$ cat config.mk
export PLATFORM = sky130hd
export DESIGN_NAME = power_activity_monitor
export DESIGN_NICKNAME = d
export VERILOG_FILES = /design/src/rtl/power_activity_monitor.sv
export SDC_FILE = /design/constraint.sdc
export NUM_CORES = 1
export LEC_CHECK = 0
export CORE_MARGIN = 1.5
export CORE_UTILIZATION = 30
export CTS_CLUSTER_SIZE = 28
export DETAILED_ROUTE_END_ITERATION = 7
export GPL_TIMING_DRIVEN = 0
export PLACE_DENSITY = 0.51
export SYNTH_ARGS = -nofsm -noshare
export SYNTH_HDL_FRONTEND = slang
export SYNTH_SLANG_ARGS = --single-unit
$ cat constraint.sdc
create_clock -name clk -period 31 [get_ports clk]
set_input_delay 6.2 -clock clk [delete_from_list [all_inputs] [get_ports clk]]
set_output_delay 6.2 -clock clk [all_outputs]
set_load 0.01 [all_outputs]
$ cat src/rtl/power_activity_monitor.sv
// ---------------------------------------------------------------------------
// power_activity_monitor : windowed toggle-activity and watch-value trust monitor
// Rev 1.0
// ---------------------------------------------------------------------------
`default_nettype none

module power_activity_monitor #(
  parameter int          MON_W     = 128,
  parameter int          WIN_LEN   = 256,
  parameter int          CNT_W     = 16,
  parameter int          HOT_WINS  = 4,
  parameter logic [63:0] WATCH_VAL = 64'h0011223344556677
) (
  input  logic             clk,
  input  logic             rst,
  input  logic             enable,
  input  logic [63:0]      state,
  input  logic [MON_W-1:0] mon_bus,
  input  logic [CNT_W-1:0] threshold,
  input  logic             alarm_clr,
  output logic             alarm,
  output logic             watch_hit,
  output logic             win_done,
  output logic [CNT_W-1:0] last_count,
  output logic [3:0]       hot_streak
);

  localparam int TOG_W = $clog2(MON_W + 1);
  localparam int WIN_W = (WIN_LEN > 1) ? $clog2(WIN_LEN) : 1;
  localparam logic [WIN_W-1:0] WIN_LAST = WIN_W'(WIN_LEN - 1);
  localparam logic [CNT_W-1:0] CNT_MAX  = {CNT_W{1'b1}};
  localparam logic [3:0]       HOT_LIM  = 4'(HOT_WINS);

  localparam logic [1:0] S_IDLE    = 2'd0;
  localparam logic [1:0] S_MONITOR = 2'd1;
  localparam logic [1:0] S_SUSPECT = 2'd2;
  localparam logic [1:0] S_ALARM   = 2'd3;

  function automatic logic [TOG_W-1:0] popcount(input logic [MON_W-1:0] v);
    logic [TOG_W-1:0] n;
    n = '0;
    for (int i = 0; i < MON_W; i++) begin
      n = n + TOG_W'(v[i]);
    end
    return n;
  endfunction

  logic [1:0]       fsm_state;
  logic [1:0]       fsm_next;
  logic             counting;
  logic [MON_W-1:0] prev;
  logic             prev_valid;
  logic [CNT_W-1:0] acc;
  logic [WIN_W-1:0] win_cnt;
  logic [TOG_W-1:0] tog;
  logic [CNT_W:0]   sum;
  logic [CNT_W-1:0] tot;
  logic             win_end;
  logic             win_hot;
  logic             hot_end;
  logic [3:0]       streak_inc;
  logic             reach;

  // First counted cycle after IDLE/reset has no valid history, so its toggles are masked.
  assign tog        = (counting && prev_valid) ? popcount(mon_bus ^ prev) : '0;
  assign sum        = {1'b0, acc} + (CNT_W + 1)'(tog);
  assign tot        = sum[CNT_W] ? CNT_MAX : sum[CNT_W-1:0];
  assign win_end    = counting && (win_cnt == WIN_LAST);
  assign win_hot    = tot > threshold;
  assign hot_end    = win_end && win_hot && !alarm_clr;
  assign streak_inc = (hot_streak == 4'hF) ? 4'hF : hot_streak + 4'd1;
  assign reach      = streak_inc >= HOT_LIM;

  always_ff @(posedge clk or posedge rst) begin
    if (rst) begin
      fsm_state <= S_IDLE;
    end else begin
      fsm_state <= fsm_next;
    end
  end

  always_comb begin
    fsm_next = fsm_state;
    if (!enable) begin
      fsm_next = S_IDLE;
    end else begin
      case (fsm_state)
        S_IDLE:    fsm_next = S_MONITOR;
        S_MONITOR: begin
          if (hot_end) fsm_next = reach ? S_ALARM : S_SUSPECT;
        end
        S_SUSPECT: begin
          if (alarm_clr)             fsm_next = S_MONITOR;
          else if (hot_end && reach) fsm_next = S_ALARM;
          else if (win_end && !win_hot) fsm_next = S_MONITOR;
        end
        S_ALARM: begin
          if (alarm_clr) fsm_next = S_MONITOR;
        end
        default:   fsm_next = S_IDLE;
      endcase
    end
  end

  always_comb begin
    counting = 1'b0;
    if (enable && (fsm_state != S_IDLE)) counting = 1'b1;
  end

  always_ff @(posedge clk or posedge rst) begin
    if (rst) begin
      prev       <= '0;
      prev_valid <= 1'b0;
      acc        <= '0;
      win_cnt    <= '0;
      win_done   <= 1'b0;
      last_count <= '0;
    end else begin
      prev     <= mon_bus;
      win_done <= 1'b0;
      if (counting) begin
        prev_valid <= 1'b1;
        if (win_end) begin
          acc        <= '0;
          win_cnt    <= '0;
          last_count <= tot;
          win_done   <= 1'b1;
        end else begin
          acc     <= tot;
          win_cnt <= win_cnt + WIN_W'(1);
        end
      end else begin
        // Leaving the counting states abandons the partial window.
        acc        <= '0;
        win_cnt    <= '0;
        prev_valid <= 1'b0;
      end
    end
  end

  always_ff @(posedge clk or posedge rst) begin
    if (rst) begin
      alarm      <= 1'b0;
      watch_hit  <= 1'b0;
      hot_streak <= 4'd0;
    end else if (alarm_clr) begin
      alarm      <= 1'b0;
      watch_hit  <= 1'b0;
      hot_streak <= 4'd0;
    end else begin
      if (state == WATCH_VAL) watch_hit <= 1'b1;
      if (win_end) begin
        if (win_hot) begin
          hot_streak <= streak_inc;
          if (reach) alarm <= 1'b1;
        end else begin
          hot_streak <= 4'd0;
        end
      end
    end
  end

endmodule

`default_nettype wire

==> results of run 1 <==
## final timing paths
kind	start	end	slack, ns
worst max register to register	prev[107]$_DFF_PP0_	fsm_state[1]$_DFFE_PP0P_	19.74
worst max-delay path	mon_bus[29]	fsm_state[1]$_DFFE_PP0P_	13.90
worst min register to register	win_cnt[0]$_DFF_PP0_	win_cnt[0]$_DFF_PP0_	0.49
max in group asynchronous	rst	prev[113]$_DFF_PP0_	23.87
min in group asynchronous	rst	prev[0]$_DFF_PP0_	6.25
worst min-delay path	win_cnt[0]$_DFF_PP0_	win_cnt[0]$_DFF_PP0_	0.49
## routing by layer
metal  vias up  part of all wire
met5         -                 0
met4         0             0.022
met3        28             0.067
met1      3264              0.41
li1       3349                 -
met2       175              0.50
## state kept, by name, summed over array words and instances, names as in the netlist, 2 cells and up
name / count
fsm_state: 2
prev: 128
hot_streak: 4
acc: 16
win_cnt: 8
last_count: 16
## cells by family after synthesis
logic type | Yosys count | share of synthesized area
AOI/OAI and AO/OA | 95 | 0.05352
xor gates and xnor gates | 145 | 0.1186
adders and majority gates | 171 | 0.2811
buffers and inverters | 161 | 0.05667
DFF | 178 | 0.4160
muxes | 3 | 0.002805
and+or+nand+nor | 148 | 0.07128
## stage by stage
stage / hold WS, ns / setup WS [ns]
floorplan: 0.4549 / 14.78
global placement: 0.4763 / 13.38
detailed placement: 0.4841 / 13.30
CTS: 0.5009 / 13.72
global route: 0.5318 / 13.15
finish: 0.4910 / 13.90
## layout make-up
type | count | area [um^2]
timing repair buffer | 234 | 2360
clock inverter | 15 | 138.9
multi-input combinational | 562 | 5647
fill | 3394 | 21090
antenna | 1 | 2.502
inverter | 151 | 574.3
sequential | 178 | 4454
clock buffer | 17 | 425.4
tap | 461 | 576.8
buffer | 10 | 40.04
## cells in the final DEF, fill, tap and decap left out, drive strengths merged, types with 6 or more instances in the layout
| master | instances |
|---|---|
| a211oi | 7 |
| a21oi | 36 |
| a31oi | 6 |
| clkbuf | 23 |
| clkdlybuf4s50 | 233 |
| dfrtp | 178 |
| fa | 116 |
| ha | 55 |
| inv | 158 |
| nand2 | 41 |
| nand3 | 15 |
| nand4 | 9 |
| nor2 | 33 |
| nor2b | 6 |
| nor3 | 11 |
| o21ai | 26 |
| xnor2 | 63 |
| xor2 | 82 |
## critical path: cells and delay by family
family	cells	cell delay, ns
fa+ha+maj	14	6.50
simple gates	7	1.22
mux	1	0.22
xor+xnor	2	0.43
compound gates	9	1.82
buf+inv	6	1.07
==> metrics, run 1 <==
Synth Register Bits between 150 and 200; antenna violations before repair 0; grt peak-use layer met2; 1st-iter DRT viols between 150 and 200; critical setup path kind primary input to flop; status complete, no violations; number of enable flip-flop cells after synthesis 0; Num CTS Buffers 17; fin crit share 0.5518; Post-Syn Instances approximately 900; top post-synthesis cells by count dfrtp_1, inv_1, fa_1; worst-path fanout max 10; drt wl/cell about 14 um; Final nets ~1,500; placed insts roughly 1,600; met2 usage in global routing 0.2298; FMAX 58.46 MHz; Routed Antenna Nets 0; max-slew violation count 0; design area 0.01422 mm^2; die area roughly 0.037 mm^2; Placed Area roughly 0.014 mm^2; register area share after synthesis 0.4160; Core Area roughly 0.035 mm^2; Pre-antenna DRT Iters 4; RePlAce Congestion just under 0.8; Die Span Y roughly 190 um; Area Growth Syn to Fin 32.79%; WHS Path Cells 1; Initial Util 0.3032; Setup TNS 0 ns; gr usage total 0.1354; setup bufs post-CTS 0; Critical Path Max Stage Delay about 0.55 ns; Synth area leader dfrtp_1; Least-Margin Pin Slew about 0.72 ns; Clock Latency Late Sink about 0.45 ns; Async SR Flop Fraction 1.000; width of the chip around 190 um; CTS Buffer Depth 2; layout cells sized above 1 0.03942; crit path time final 17.10 ns; DR vias/cell 4.184; Crit path arrival time approximately 17 ns; Worst Setup Start Kind primary input; Worst path slowest cell fa_1; clk slew on worst S/H paths 0.07 ns; hpwl dp between 15 and 20 mm; vias in the first global route about 7,400; grt met3 use 0.03691; cts repair resizes 0; GR Layer Usage met1 0.1634; MaxCap Viol Count 0; drt drc 0; crit-path most repeated cell fa_1; pin count of the biggest net entering global routing ~100; CTS tree done; Port Buffers 233; worst-case reg-to-reg path depth a little over 40; cell row count 69; area fraction of the dominant cell type after synthesis 0.4160; Yosys Warn Count 0; Worst Hold Class flop to flop; Net Count, Synth approximately 1,300; routed vias just under 7,000; Hold Buf Count CTS 0; Avg Cell Area, Syn 11.88 um^2; RSZ-0062 raised after global routing no; Num Clock Sinks between 150 and 200; most common cell in the netlist dfrtp_1; prevailing post-synth register cell dfrtp_1; Root Buffer clkbuf_16; required time worst endpoint around 31 ns; GR Overflow Total 0; Worst setup EP type flop; IO Pins around 240; Fin. Hold Viols 0; Cell Area, Synth ~0.011 mm^2; Fin Clk Skew 0.01106 ns; Setup violations, final 0; synth top area cells dfrtp_1, fa_1, xor2_1; total wire length between 20 and 25 mm; relative slew slack 0.5190; H-Tree Depth 4; Finished Layout Cells 1,629; first-pass GRT wire length 37.84 mm; count of cell types in the netlist 54; Final Util 0.4027
Power of run 1 is not shown: default switching activity piles up to over one toggle a cycle in this logic, so the estimate is an artifact.
==> run 2, diff against run 1 <==
--- a/config.mk
+++ b/config.mk
@@ -10,7 +10,7 @@
 export CTS_CLUSTER_SIZE = 28
 export DETAILED_ROUTE_END_ITERATION = 7
 export GPL_TIMING_DRIVEN = 0
-export PLACE_DENSITY = 0.51
+export PLACE_DENSITY = 0.53
 export SYNTH_ARGS = -nofsm -noshare
 export SYNTH_HDL_FRONTEND = slang
 export SYNTH_SLANG_ARGS = --single-unit
==> constraint.sdc (replaced) <==
create_clock -name clk -period 15.63 [get_ports clk]
set_input_delay 3.126 -clock clk [delete_from_list [all_inputs] [get_ports clk]]
set_output_delay 3.126 -clock clk [all_outputs]
set_load 0.01 [all_outputs]
==> run 2 against run 1 <==
- worst setup slack got worse by 12 ns
- sequential share of layout area hardly changed
- wire length shrank 1.4%
- utilization increased by 0.060 points
- worst hold slack lost 0.0012 ns
- register-to-register slack worse by 15 ns
- largest cell class unchanged
- highest routed layer is now met5
==> metrics, run 2 (synthesized netlist as in run 1, its figures left out) <==
critical setup path kind primary input to flop (unchanged); Routed Antenna Nets 0 (unchanged); DR vias/cell 4.171 (was 4.184); Worst path slowest cell fa_1 (unchanged); Hold Buf Count CTS 0 (unchanged); Regs by FF count prev: 128 flops, acc: 16 flops, last_count: 16 flops (unchanged); IO Pins 235 (unchanged); drt wl/cell 14.19 um (was 14.38 um); MaxCap Viol Count 0 (unchanged); crit path time final approximately 14 ns; Top reg by flops prev (unchanged); max-slew violation count 0 (unchanged); pin count of the biggest net entering global routing 98 (unchanged); Die Span Y 191.9 um (unchanged); hpwl dp 18.94 mm (was 19.12 mm); drt drc 0 (unchanged); Setup violations, final 0 (unchanged); GR Overflow Total 0 (unchanged); Area Growth Syn to Fin 32.99% (was 32.79%); Worst setup EP type flop (unchanged); vias in the first global route 7,433 (was 7,397); CTS tree done (unchanged); first-pass GRT wire length 37.58 mm (was 37.84 mm); Initial Util 0.3032 (unchanged); cell row count 69 (unchanged); cts repair resizes 0 (unchanged); most frequent cells in the layout clkdlybuf4s50_1, dfrtp_1, inv_1, fa_1, xor2_1 (unchanged); RSZ-0062 raised after global routing no (unchanged); Largest register FFs 128 (unchanged); Worst Setup Start Kind primary input (unchanged); Core Area 0.03531 mm^2 (unchanged); H-Tree Depth 4 (unchanged); Port Buffers 233 (unchanged); gr usage total 0.1343 (was 0.1354); routed vias 6,791 (was 6,816); status complete, no violations (unchanged); Setup TNS 0 ns (unchanged); worst-path fanout max 10 (unchanged); setup bufs post-CTS 0 (unchanged); layout cells sized above 1 0.03942 (unchanged); n_diodes 0 (was 1); FMAX 71.53 MHz; Pre-antenna DRT Iters 4 (unchanged); RePlAce Congestion 0.7828 (was 0.7887); Least-Margin Pin Slew 0.6031 ns (was 0.7215 ns); relative slew slack 0.5979 (was 0.5190); Worst Hold Class flop to flop (unchanged); most common cell after layout, fill and taps aside clkdlybuf4s50_1 (unchanged); required time worst endpoint 15.99 ns (was 31.37 ns); total wire length 23.10 mm (was 23.42 mm); Critical Path Max Stage Delay 0.56 ns (was 0.55 ns); die area 0.03684 mm^2 (unchanged); width of the chip 191.9 um (unchanged); Num CTS Buffers 17 (unchanged); antenna violations before repair 1 (was 0); Num Clock Sinks 178 (unchanged); Fin. Hold Viols 0 (unchanged); Fin Clk Skew 0.01075 ns (was 0.01106 ns); clk slew on worst S/H paths 0.07 ns (about the same); Crit path arrival time 14.34 ns (was 17.48 ns); crit-path most repeated cell fa_1 (unchanged); Root Buffer clkbuf_16 (unchanged); fin crit share 0.8945; Final Util 0.4033 (was 0.4027); Final nets 1,537 (unchanged); Clock Latency Late Sink 0.45 ns (about the same); 1st-iter DRT viols 208 (was 154); CTS Buffer Depth 2 (unchanged)
run 2: cell types whose count changed in the layout (fill, tap and decap cells not counted):
cell        delta
bufinv_16      +2
clkbuf_8       +1
clkinv_2       +4
clkinv_4       -1
clkinvlp_4     -3
diode_2        -1
inv_6          +2
inv_8          -5
run 2: layout make-up:
type / count / area [um^2]
fill: 3370 / 21070
multi-input combinational: 562 / 5647
sequential: 178 / 4454
timing repair buffer: 234 / 2360
tap: 461 / 576.8
inverter: 151 / 574.3
clock buffer: 18 / 439.2
clock inverter: 14 / 148.9
buffer: 10 / 40.04
run 2: worst paths after layout:
check	from	to	slack, ns	cells after the start
hold / removal	last_count[13]$_DFFE_PP0P_	last_count[13]$_DFFE_PP0P_	0.49	2
setup / recovery	mon_bus[17]	fsm_state[1]$_DFFE_PP0P_	1.65	39
setup reg to reg	prev[17]$_DFF_PP0_	fsm_state[1]$_DFFE_PP0P_	4.40	38
max in group asynchronous	rst	prev[100]$_DFF_PP0_	11.55	3
hold reg to reg	last_count[13]$_DFFE_PP0P_	last_count[13]$_DFFE_PP0P_	0.49	2
min in group asynchronous	rst	last_count[3]$_DFFE_PP0P_	3.15	2
run 2: layer usage:
metal / global-route usage / share of wire / up-vias
li1: - / - / 3344
met1: 0.1616 / 0.42 / 3247
met2: 0.2279 / 0.49 / 172
met3: 0.03709 / 0.067 / 26
met4: 0.05138 / 0.023 / 2
met5: 0 / 0.00035 / -
run 2: stage by stage:
stage | worst slack, ns | area [um^2] | hold slack [ns] | cells
finish | 1.649 | 14240 | 0.4898 | 1628
global route | 0.8773 | 14240 | 0.5257 | 1628
CTS | 1.566 | 14240 | 0.4955 | 1628
detailed placement | 1.115 | 13650 | 0.4796 | 1596
global placement | 1.207 | 13620 | 0.4678 | 1595
floorplan | 2.485 | 10710 | 0.4549 | 901
run 2: critical path, delay by kind of cell:
family / cells / cell delay (ns)
adder cells (fa/ha/maj): 14 / 6.59
buffers and inverters: 6 / 1.03
XOR/XNOR: 2 / 0.33
multiplexers: 1 / 0.22
AO/OA/AOI/OAI: 9 / 1.81
AND/OR/NAND/NOR: 7 / 1.21
Power of run 2 is left out for the same reason.
==> run 3, diff against run 2 <==
--- a/config.mk
+++ b/config.mk
@@ -9,7 +9,6 @@
 export CORE_UTILIZATION = 30
 export CTS_CLUSTER_SIZE = 28
 export DETAILED_ROUTE_END_ITERATION = 7
-export GPL_TIMING_DRIVEN = 0
 export PLACE_DENSITY = 0.53
 export SYNTH_ARGS = -nofsm -noshare
 export SYNTH_HDL_FRONTEND = slang
==> run 3 against run 2 <==
- sequential cell count did not move
- worst hold slack got worse by 0.0031 ns
- final cell count is 0.55% lower
- wire length shrank 0.32%
- global-route usage decreased by 0.24 points
- clock skew grew 0.0047 ns
- worst setup slack lost 0.17 ns
- non-clock buffer count decreased by 9
- fmax fell by 1.2%
- first-iteration DRC count down 1.9%
- highest routed layer unchanged
==> metrics, run 3 (synthesized netlist as in run 1, its figures left out) <==
Setup TNS 0 ns (unchanged); vias in the first global route 7,332 (was 7,433); design area 0.01417 mm^2 (was 0.01424 mm^2); worst-path fanout max 15 (was 10); Hold Buf Count CTS 0 (unchanged); Least-Margin Pin Slew 0.9524 ns (was 0.6031 ns); total wire length 23.03 mm (was 23.10 mm); Setup violations, final 0 (unchanged); status complete, no violations (unchanged); Worst Hold Class flop to flop (unchanged); critical setup path kind primary input to flop (unchanged); fin crit share 0.9053 (was 0.8945); 1st-iter DRT viols 204 (was 208); Final nets 1,528 (was 1,537); Fin. Hold Viols 0 (unchanged); width of the chip 191.9 um (unchanged); die area 0.03684 mm^2 (unchanged); Clock Latency Late Sink 0.44 ns (was 0.45 ns); RePlAce Congestion 0.7873 (was 0.7828); Root Buffer clkbuf_16 (unchanged); Initial Util 0.3032 (unchanged); MaxCap Viol Count 0 (unchanged); hpwl dp 18.80 mm (was 18.94 mm); most frequent cells in the layout clkdlybuf4s50_1, dfrtp_1, inv_1, fa_1, xor2_1 (unchanged); GR Overflow Total 0 (unchanged); cell row count 69 (unchanged); Port Buffers 234 (was 233); Reg area 0.004454 mm^2 (unchanged); Fin Clk Skew 0.01544 ns (was 0.01075 ns); cts repair resizes 0 (unchanged); area of the multi-input gates 0.005647 mm^2 (unchanged); Area Growth Syn to Fin 32.36% (was 32.99%); pin count of the biggest net entering global routing 108 (was 98); RSZ-0062 raised after global routing no (unchanged); antenna violations before repair 2 (was 1); routed vias 6,715 (was 6,791); max-slew violation count 0 (unchanged); drt wl/cell 14.22 um (was 14.19 um); gr usage total 0.1319 (was 0.1343); Final Util 0.4014 (was 0.4033); first-pass GRT wire length 37.40 mm (was 37.58 mm); setup bufs post-CTS 0 (unchanged); Fill cells 3,426 (was 3,370); crit path time final 14.15 ns (was 13.98 ns); Placed Area 0.01360 mm^2 (was 0.01365 mm^2); Worst Setup Start Kind primary input (unchanged); layout cells sized above 1 0.03627 (was 0.03942); relative slew slack 0.3651 (was 0.5979); Core Area 0.03531 mm^2 (unchanged); most common cell after layout, fill and taps aside clkdlybuf4s50_1 (unchanged); Regs by FF count prev: 128 flops, acc: 16 flops, last_count: 16 flops (unchanged); fin worst setup slack 1.479 ns (was 1.649 ns); crit-path most repeated cell fa_1 (unchanged); H-Tree Depth 4 (unchanged); Num CTS Buffers 17 (unchanged); CTS tree done (unchanged); FMAX 70.67 MHz (was 71.53 MHz); IO Pins 235 (unchanged); Worst setup EP type flop (unchanged); drt drc 0 (unchanged); required time worst endpoint 15.99 ns (about the same); Post-Place Setup Slack 1.003 ns (was 1.115 ns); clk slew on worst S/H paths 0.07 ns (about the same); Num Clock Sinks 178 (unchanged); DR vias/cell 4.148 (was 4.171); Critical Path Max Stage Delay 0.70 ns (was 0.56 ns); Top reg by flops prev (unchanged); Die Span Y 191.9 um (unchanged); Crit path arrival time 14.51 ns (was 14.34 ns); CTS Buffer Depth 2 (unchanged); Worst path slowest cell a21oi_1 (was fa_1); Largest register FFs 128 (unchanged); Routed Antenna Nets 0 (unchanged); n_diodes 0 (unchanged); Pre-antenna DRT Iters 5 (was 4)
[run 3: path summary, 6_finish.rpt]
check / start / to / slack (ns) / cells past startpoint
max in group asynchronous: rst / prev[96]$_DFF_PP0_ / 10.92 / 3
max reg2reg: prev[109]$_DFF_PP0_ / fsm_state[1]$_DFFE_PP0P_ / 4.26 / 40
max: mon_bus[31] / fsm_state[1]$_DFFE_PP0P_ / 1.48 / 38
min reg2reg: last_count[3]$_DFFE_PP0P_ / last_count[3]$_DFFE_PP0P_ / 0.49 / 2
min in group asynchronous: rst / prev[122]$_DFF_PP0_ / 3.23 / 2
min: last_count[3]$_DFFE_PP0P_ / last_count[3]$_DFFE_PP0P_ / 0.49 / 2
[run 3: final cells by class]
cell class / instances / area share
Clock buffer: 20 / 0.03152
Clock inverter: 12 / 0.008740
Inverter: 151 / 0.04052
Multi-Input combinational cell: 562 / 0.3984
Sequential cell: 178 / 0.3143
Tap cell: 461 / 0.04070
Timing Repair Buffer: 235 / 0.1658
[run 3: worst max-delay path: cells and delay by family]
family                     cells  cell delay [ns]
muxes                          1             0.21
and+or+nand+nor                7             1.38
adders and majority gates     14             6.35
xor gates and xnor gates       2             0.37
buffers and inverters          5             0.70
AOI/OAI and AO/OA              9             2.36
[run 3: stage by stage]
stage | hold WS (ns) | cells
6_report | 0.4867 | 1619
5_1_grt | 0.5168 | 1619
3_5_place_dp | 0.4752 | 1587
2_1_floorplan | 0.4549 | 901
4_1_cts | 0.4916 | 1619
3_3_place_gp | 0.4676 | 1587
[run 3: per-layer routing]
metal | vias to the layer above | part of all wire | track usage
met5 | - | 0.00052 | 0
met1 | 3212 | 0.43 | 0.1664
met4 | 2 | 0.015 | 0.03936
met3 | 19 | 0.067 | 0.03399
li1 | 3324 | - | -
met2 | 158 | 0.48 | 0.2216
Power of run 3 is left out for the same reason.
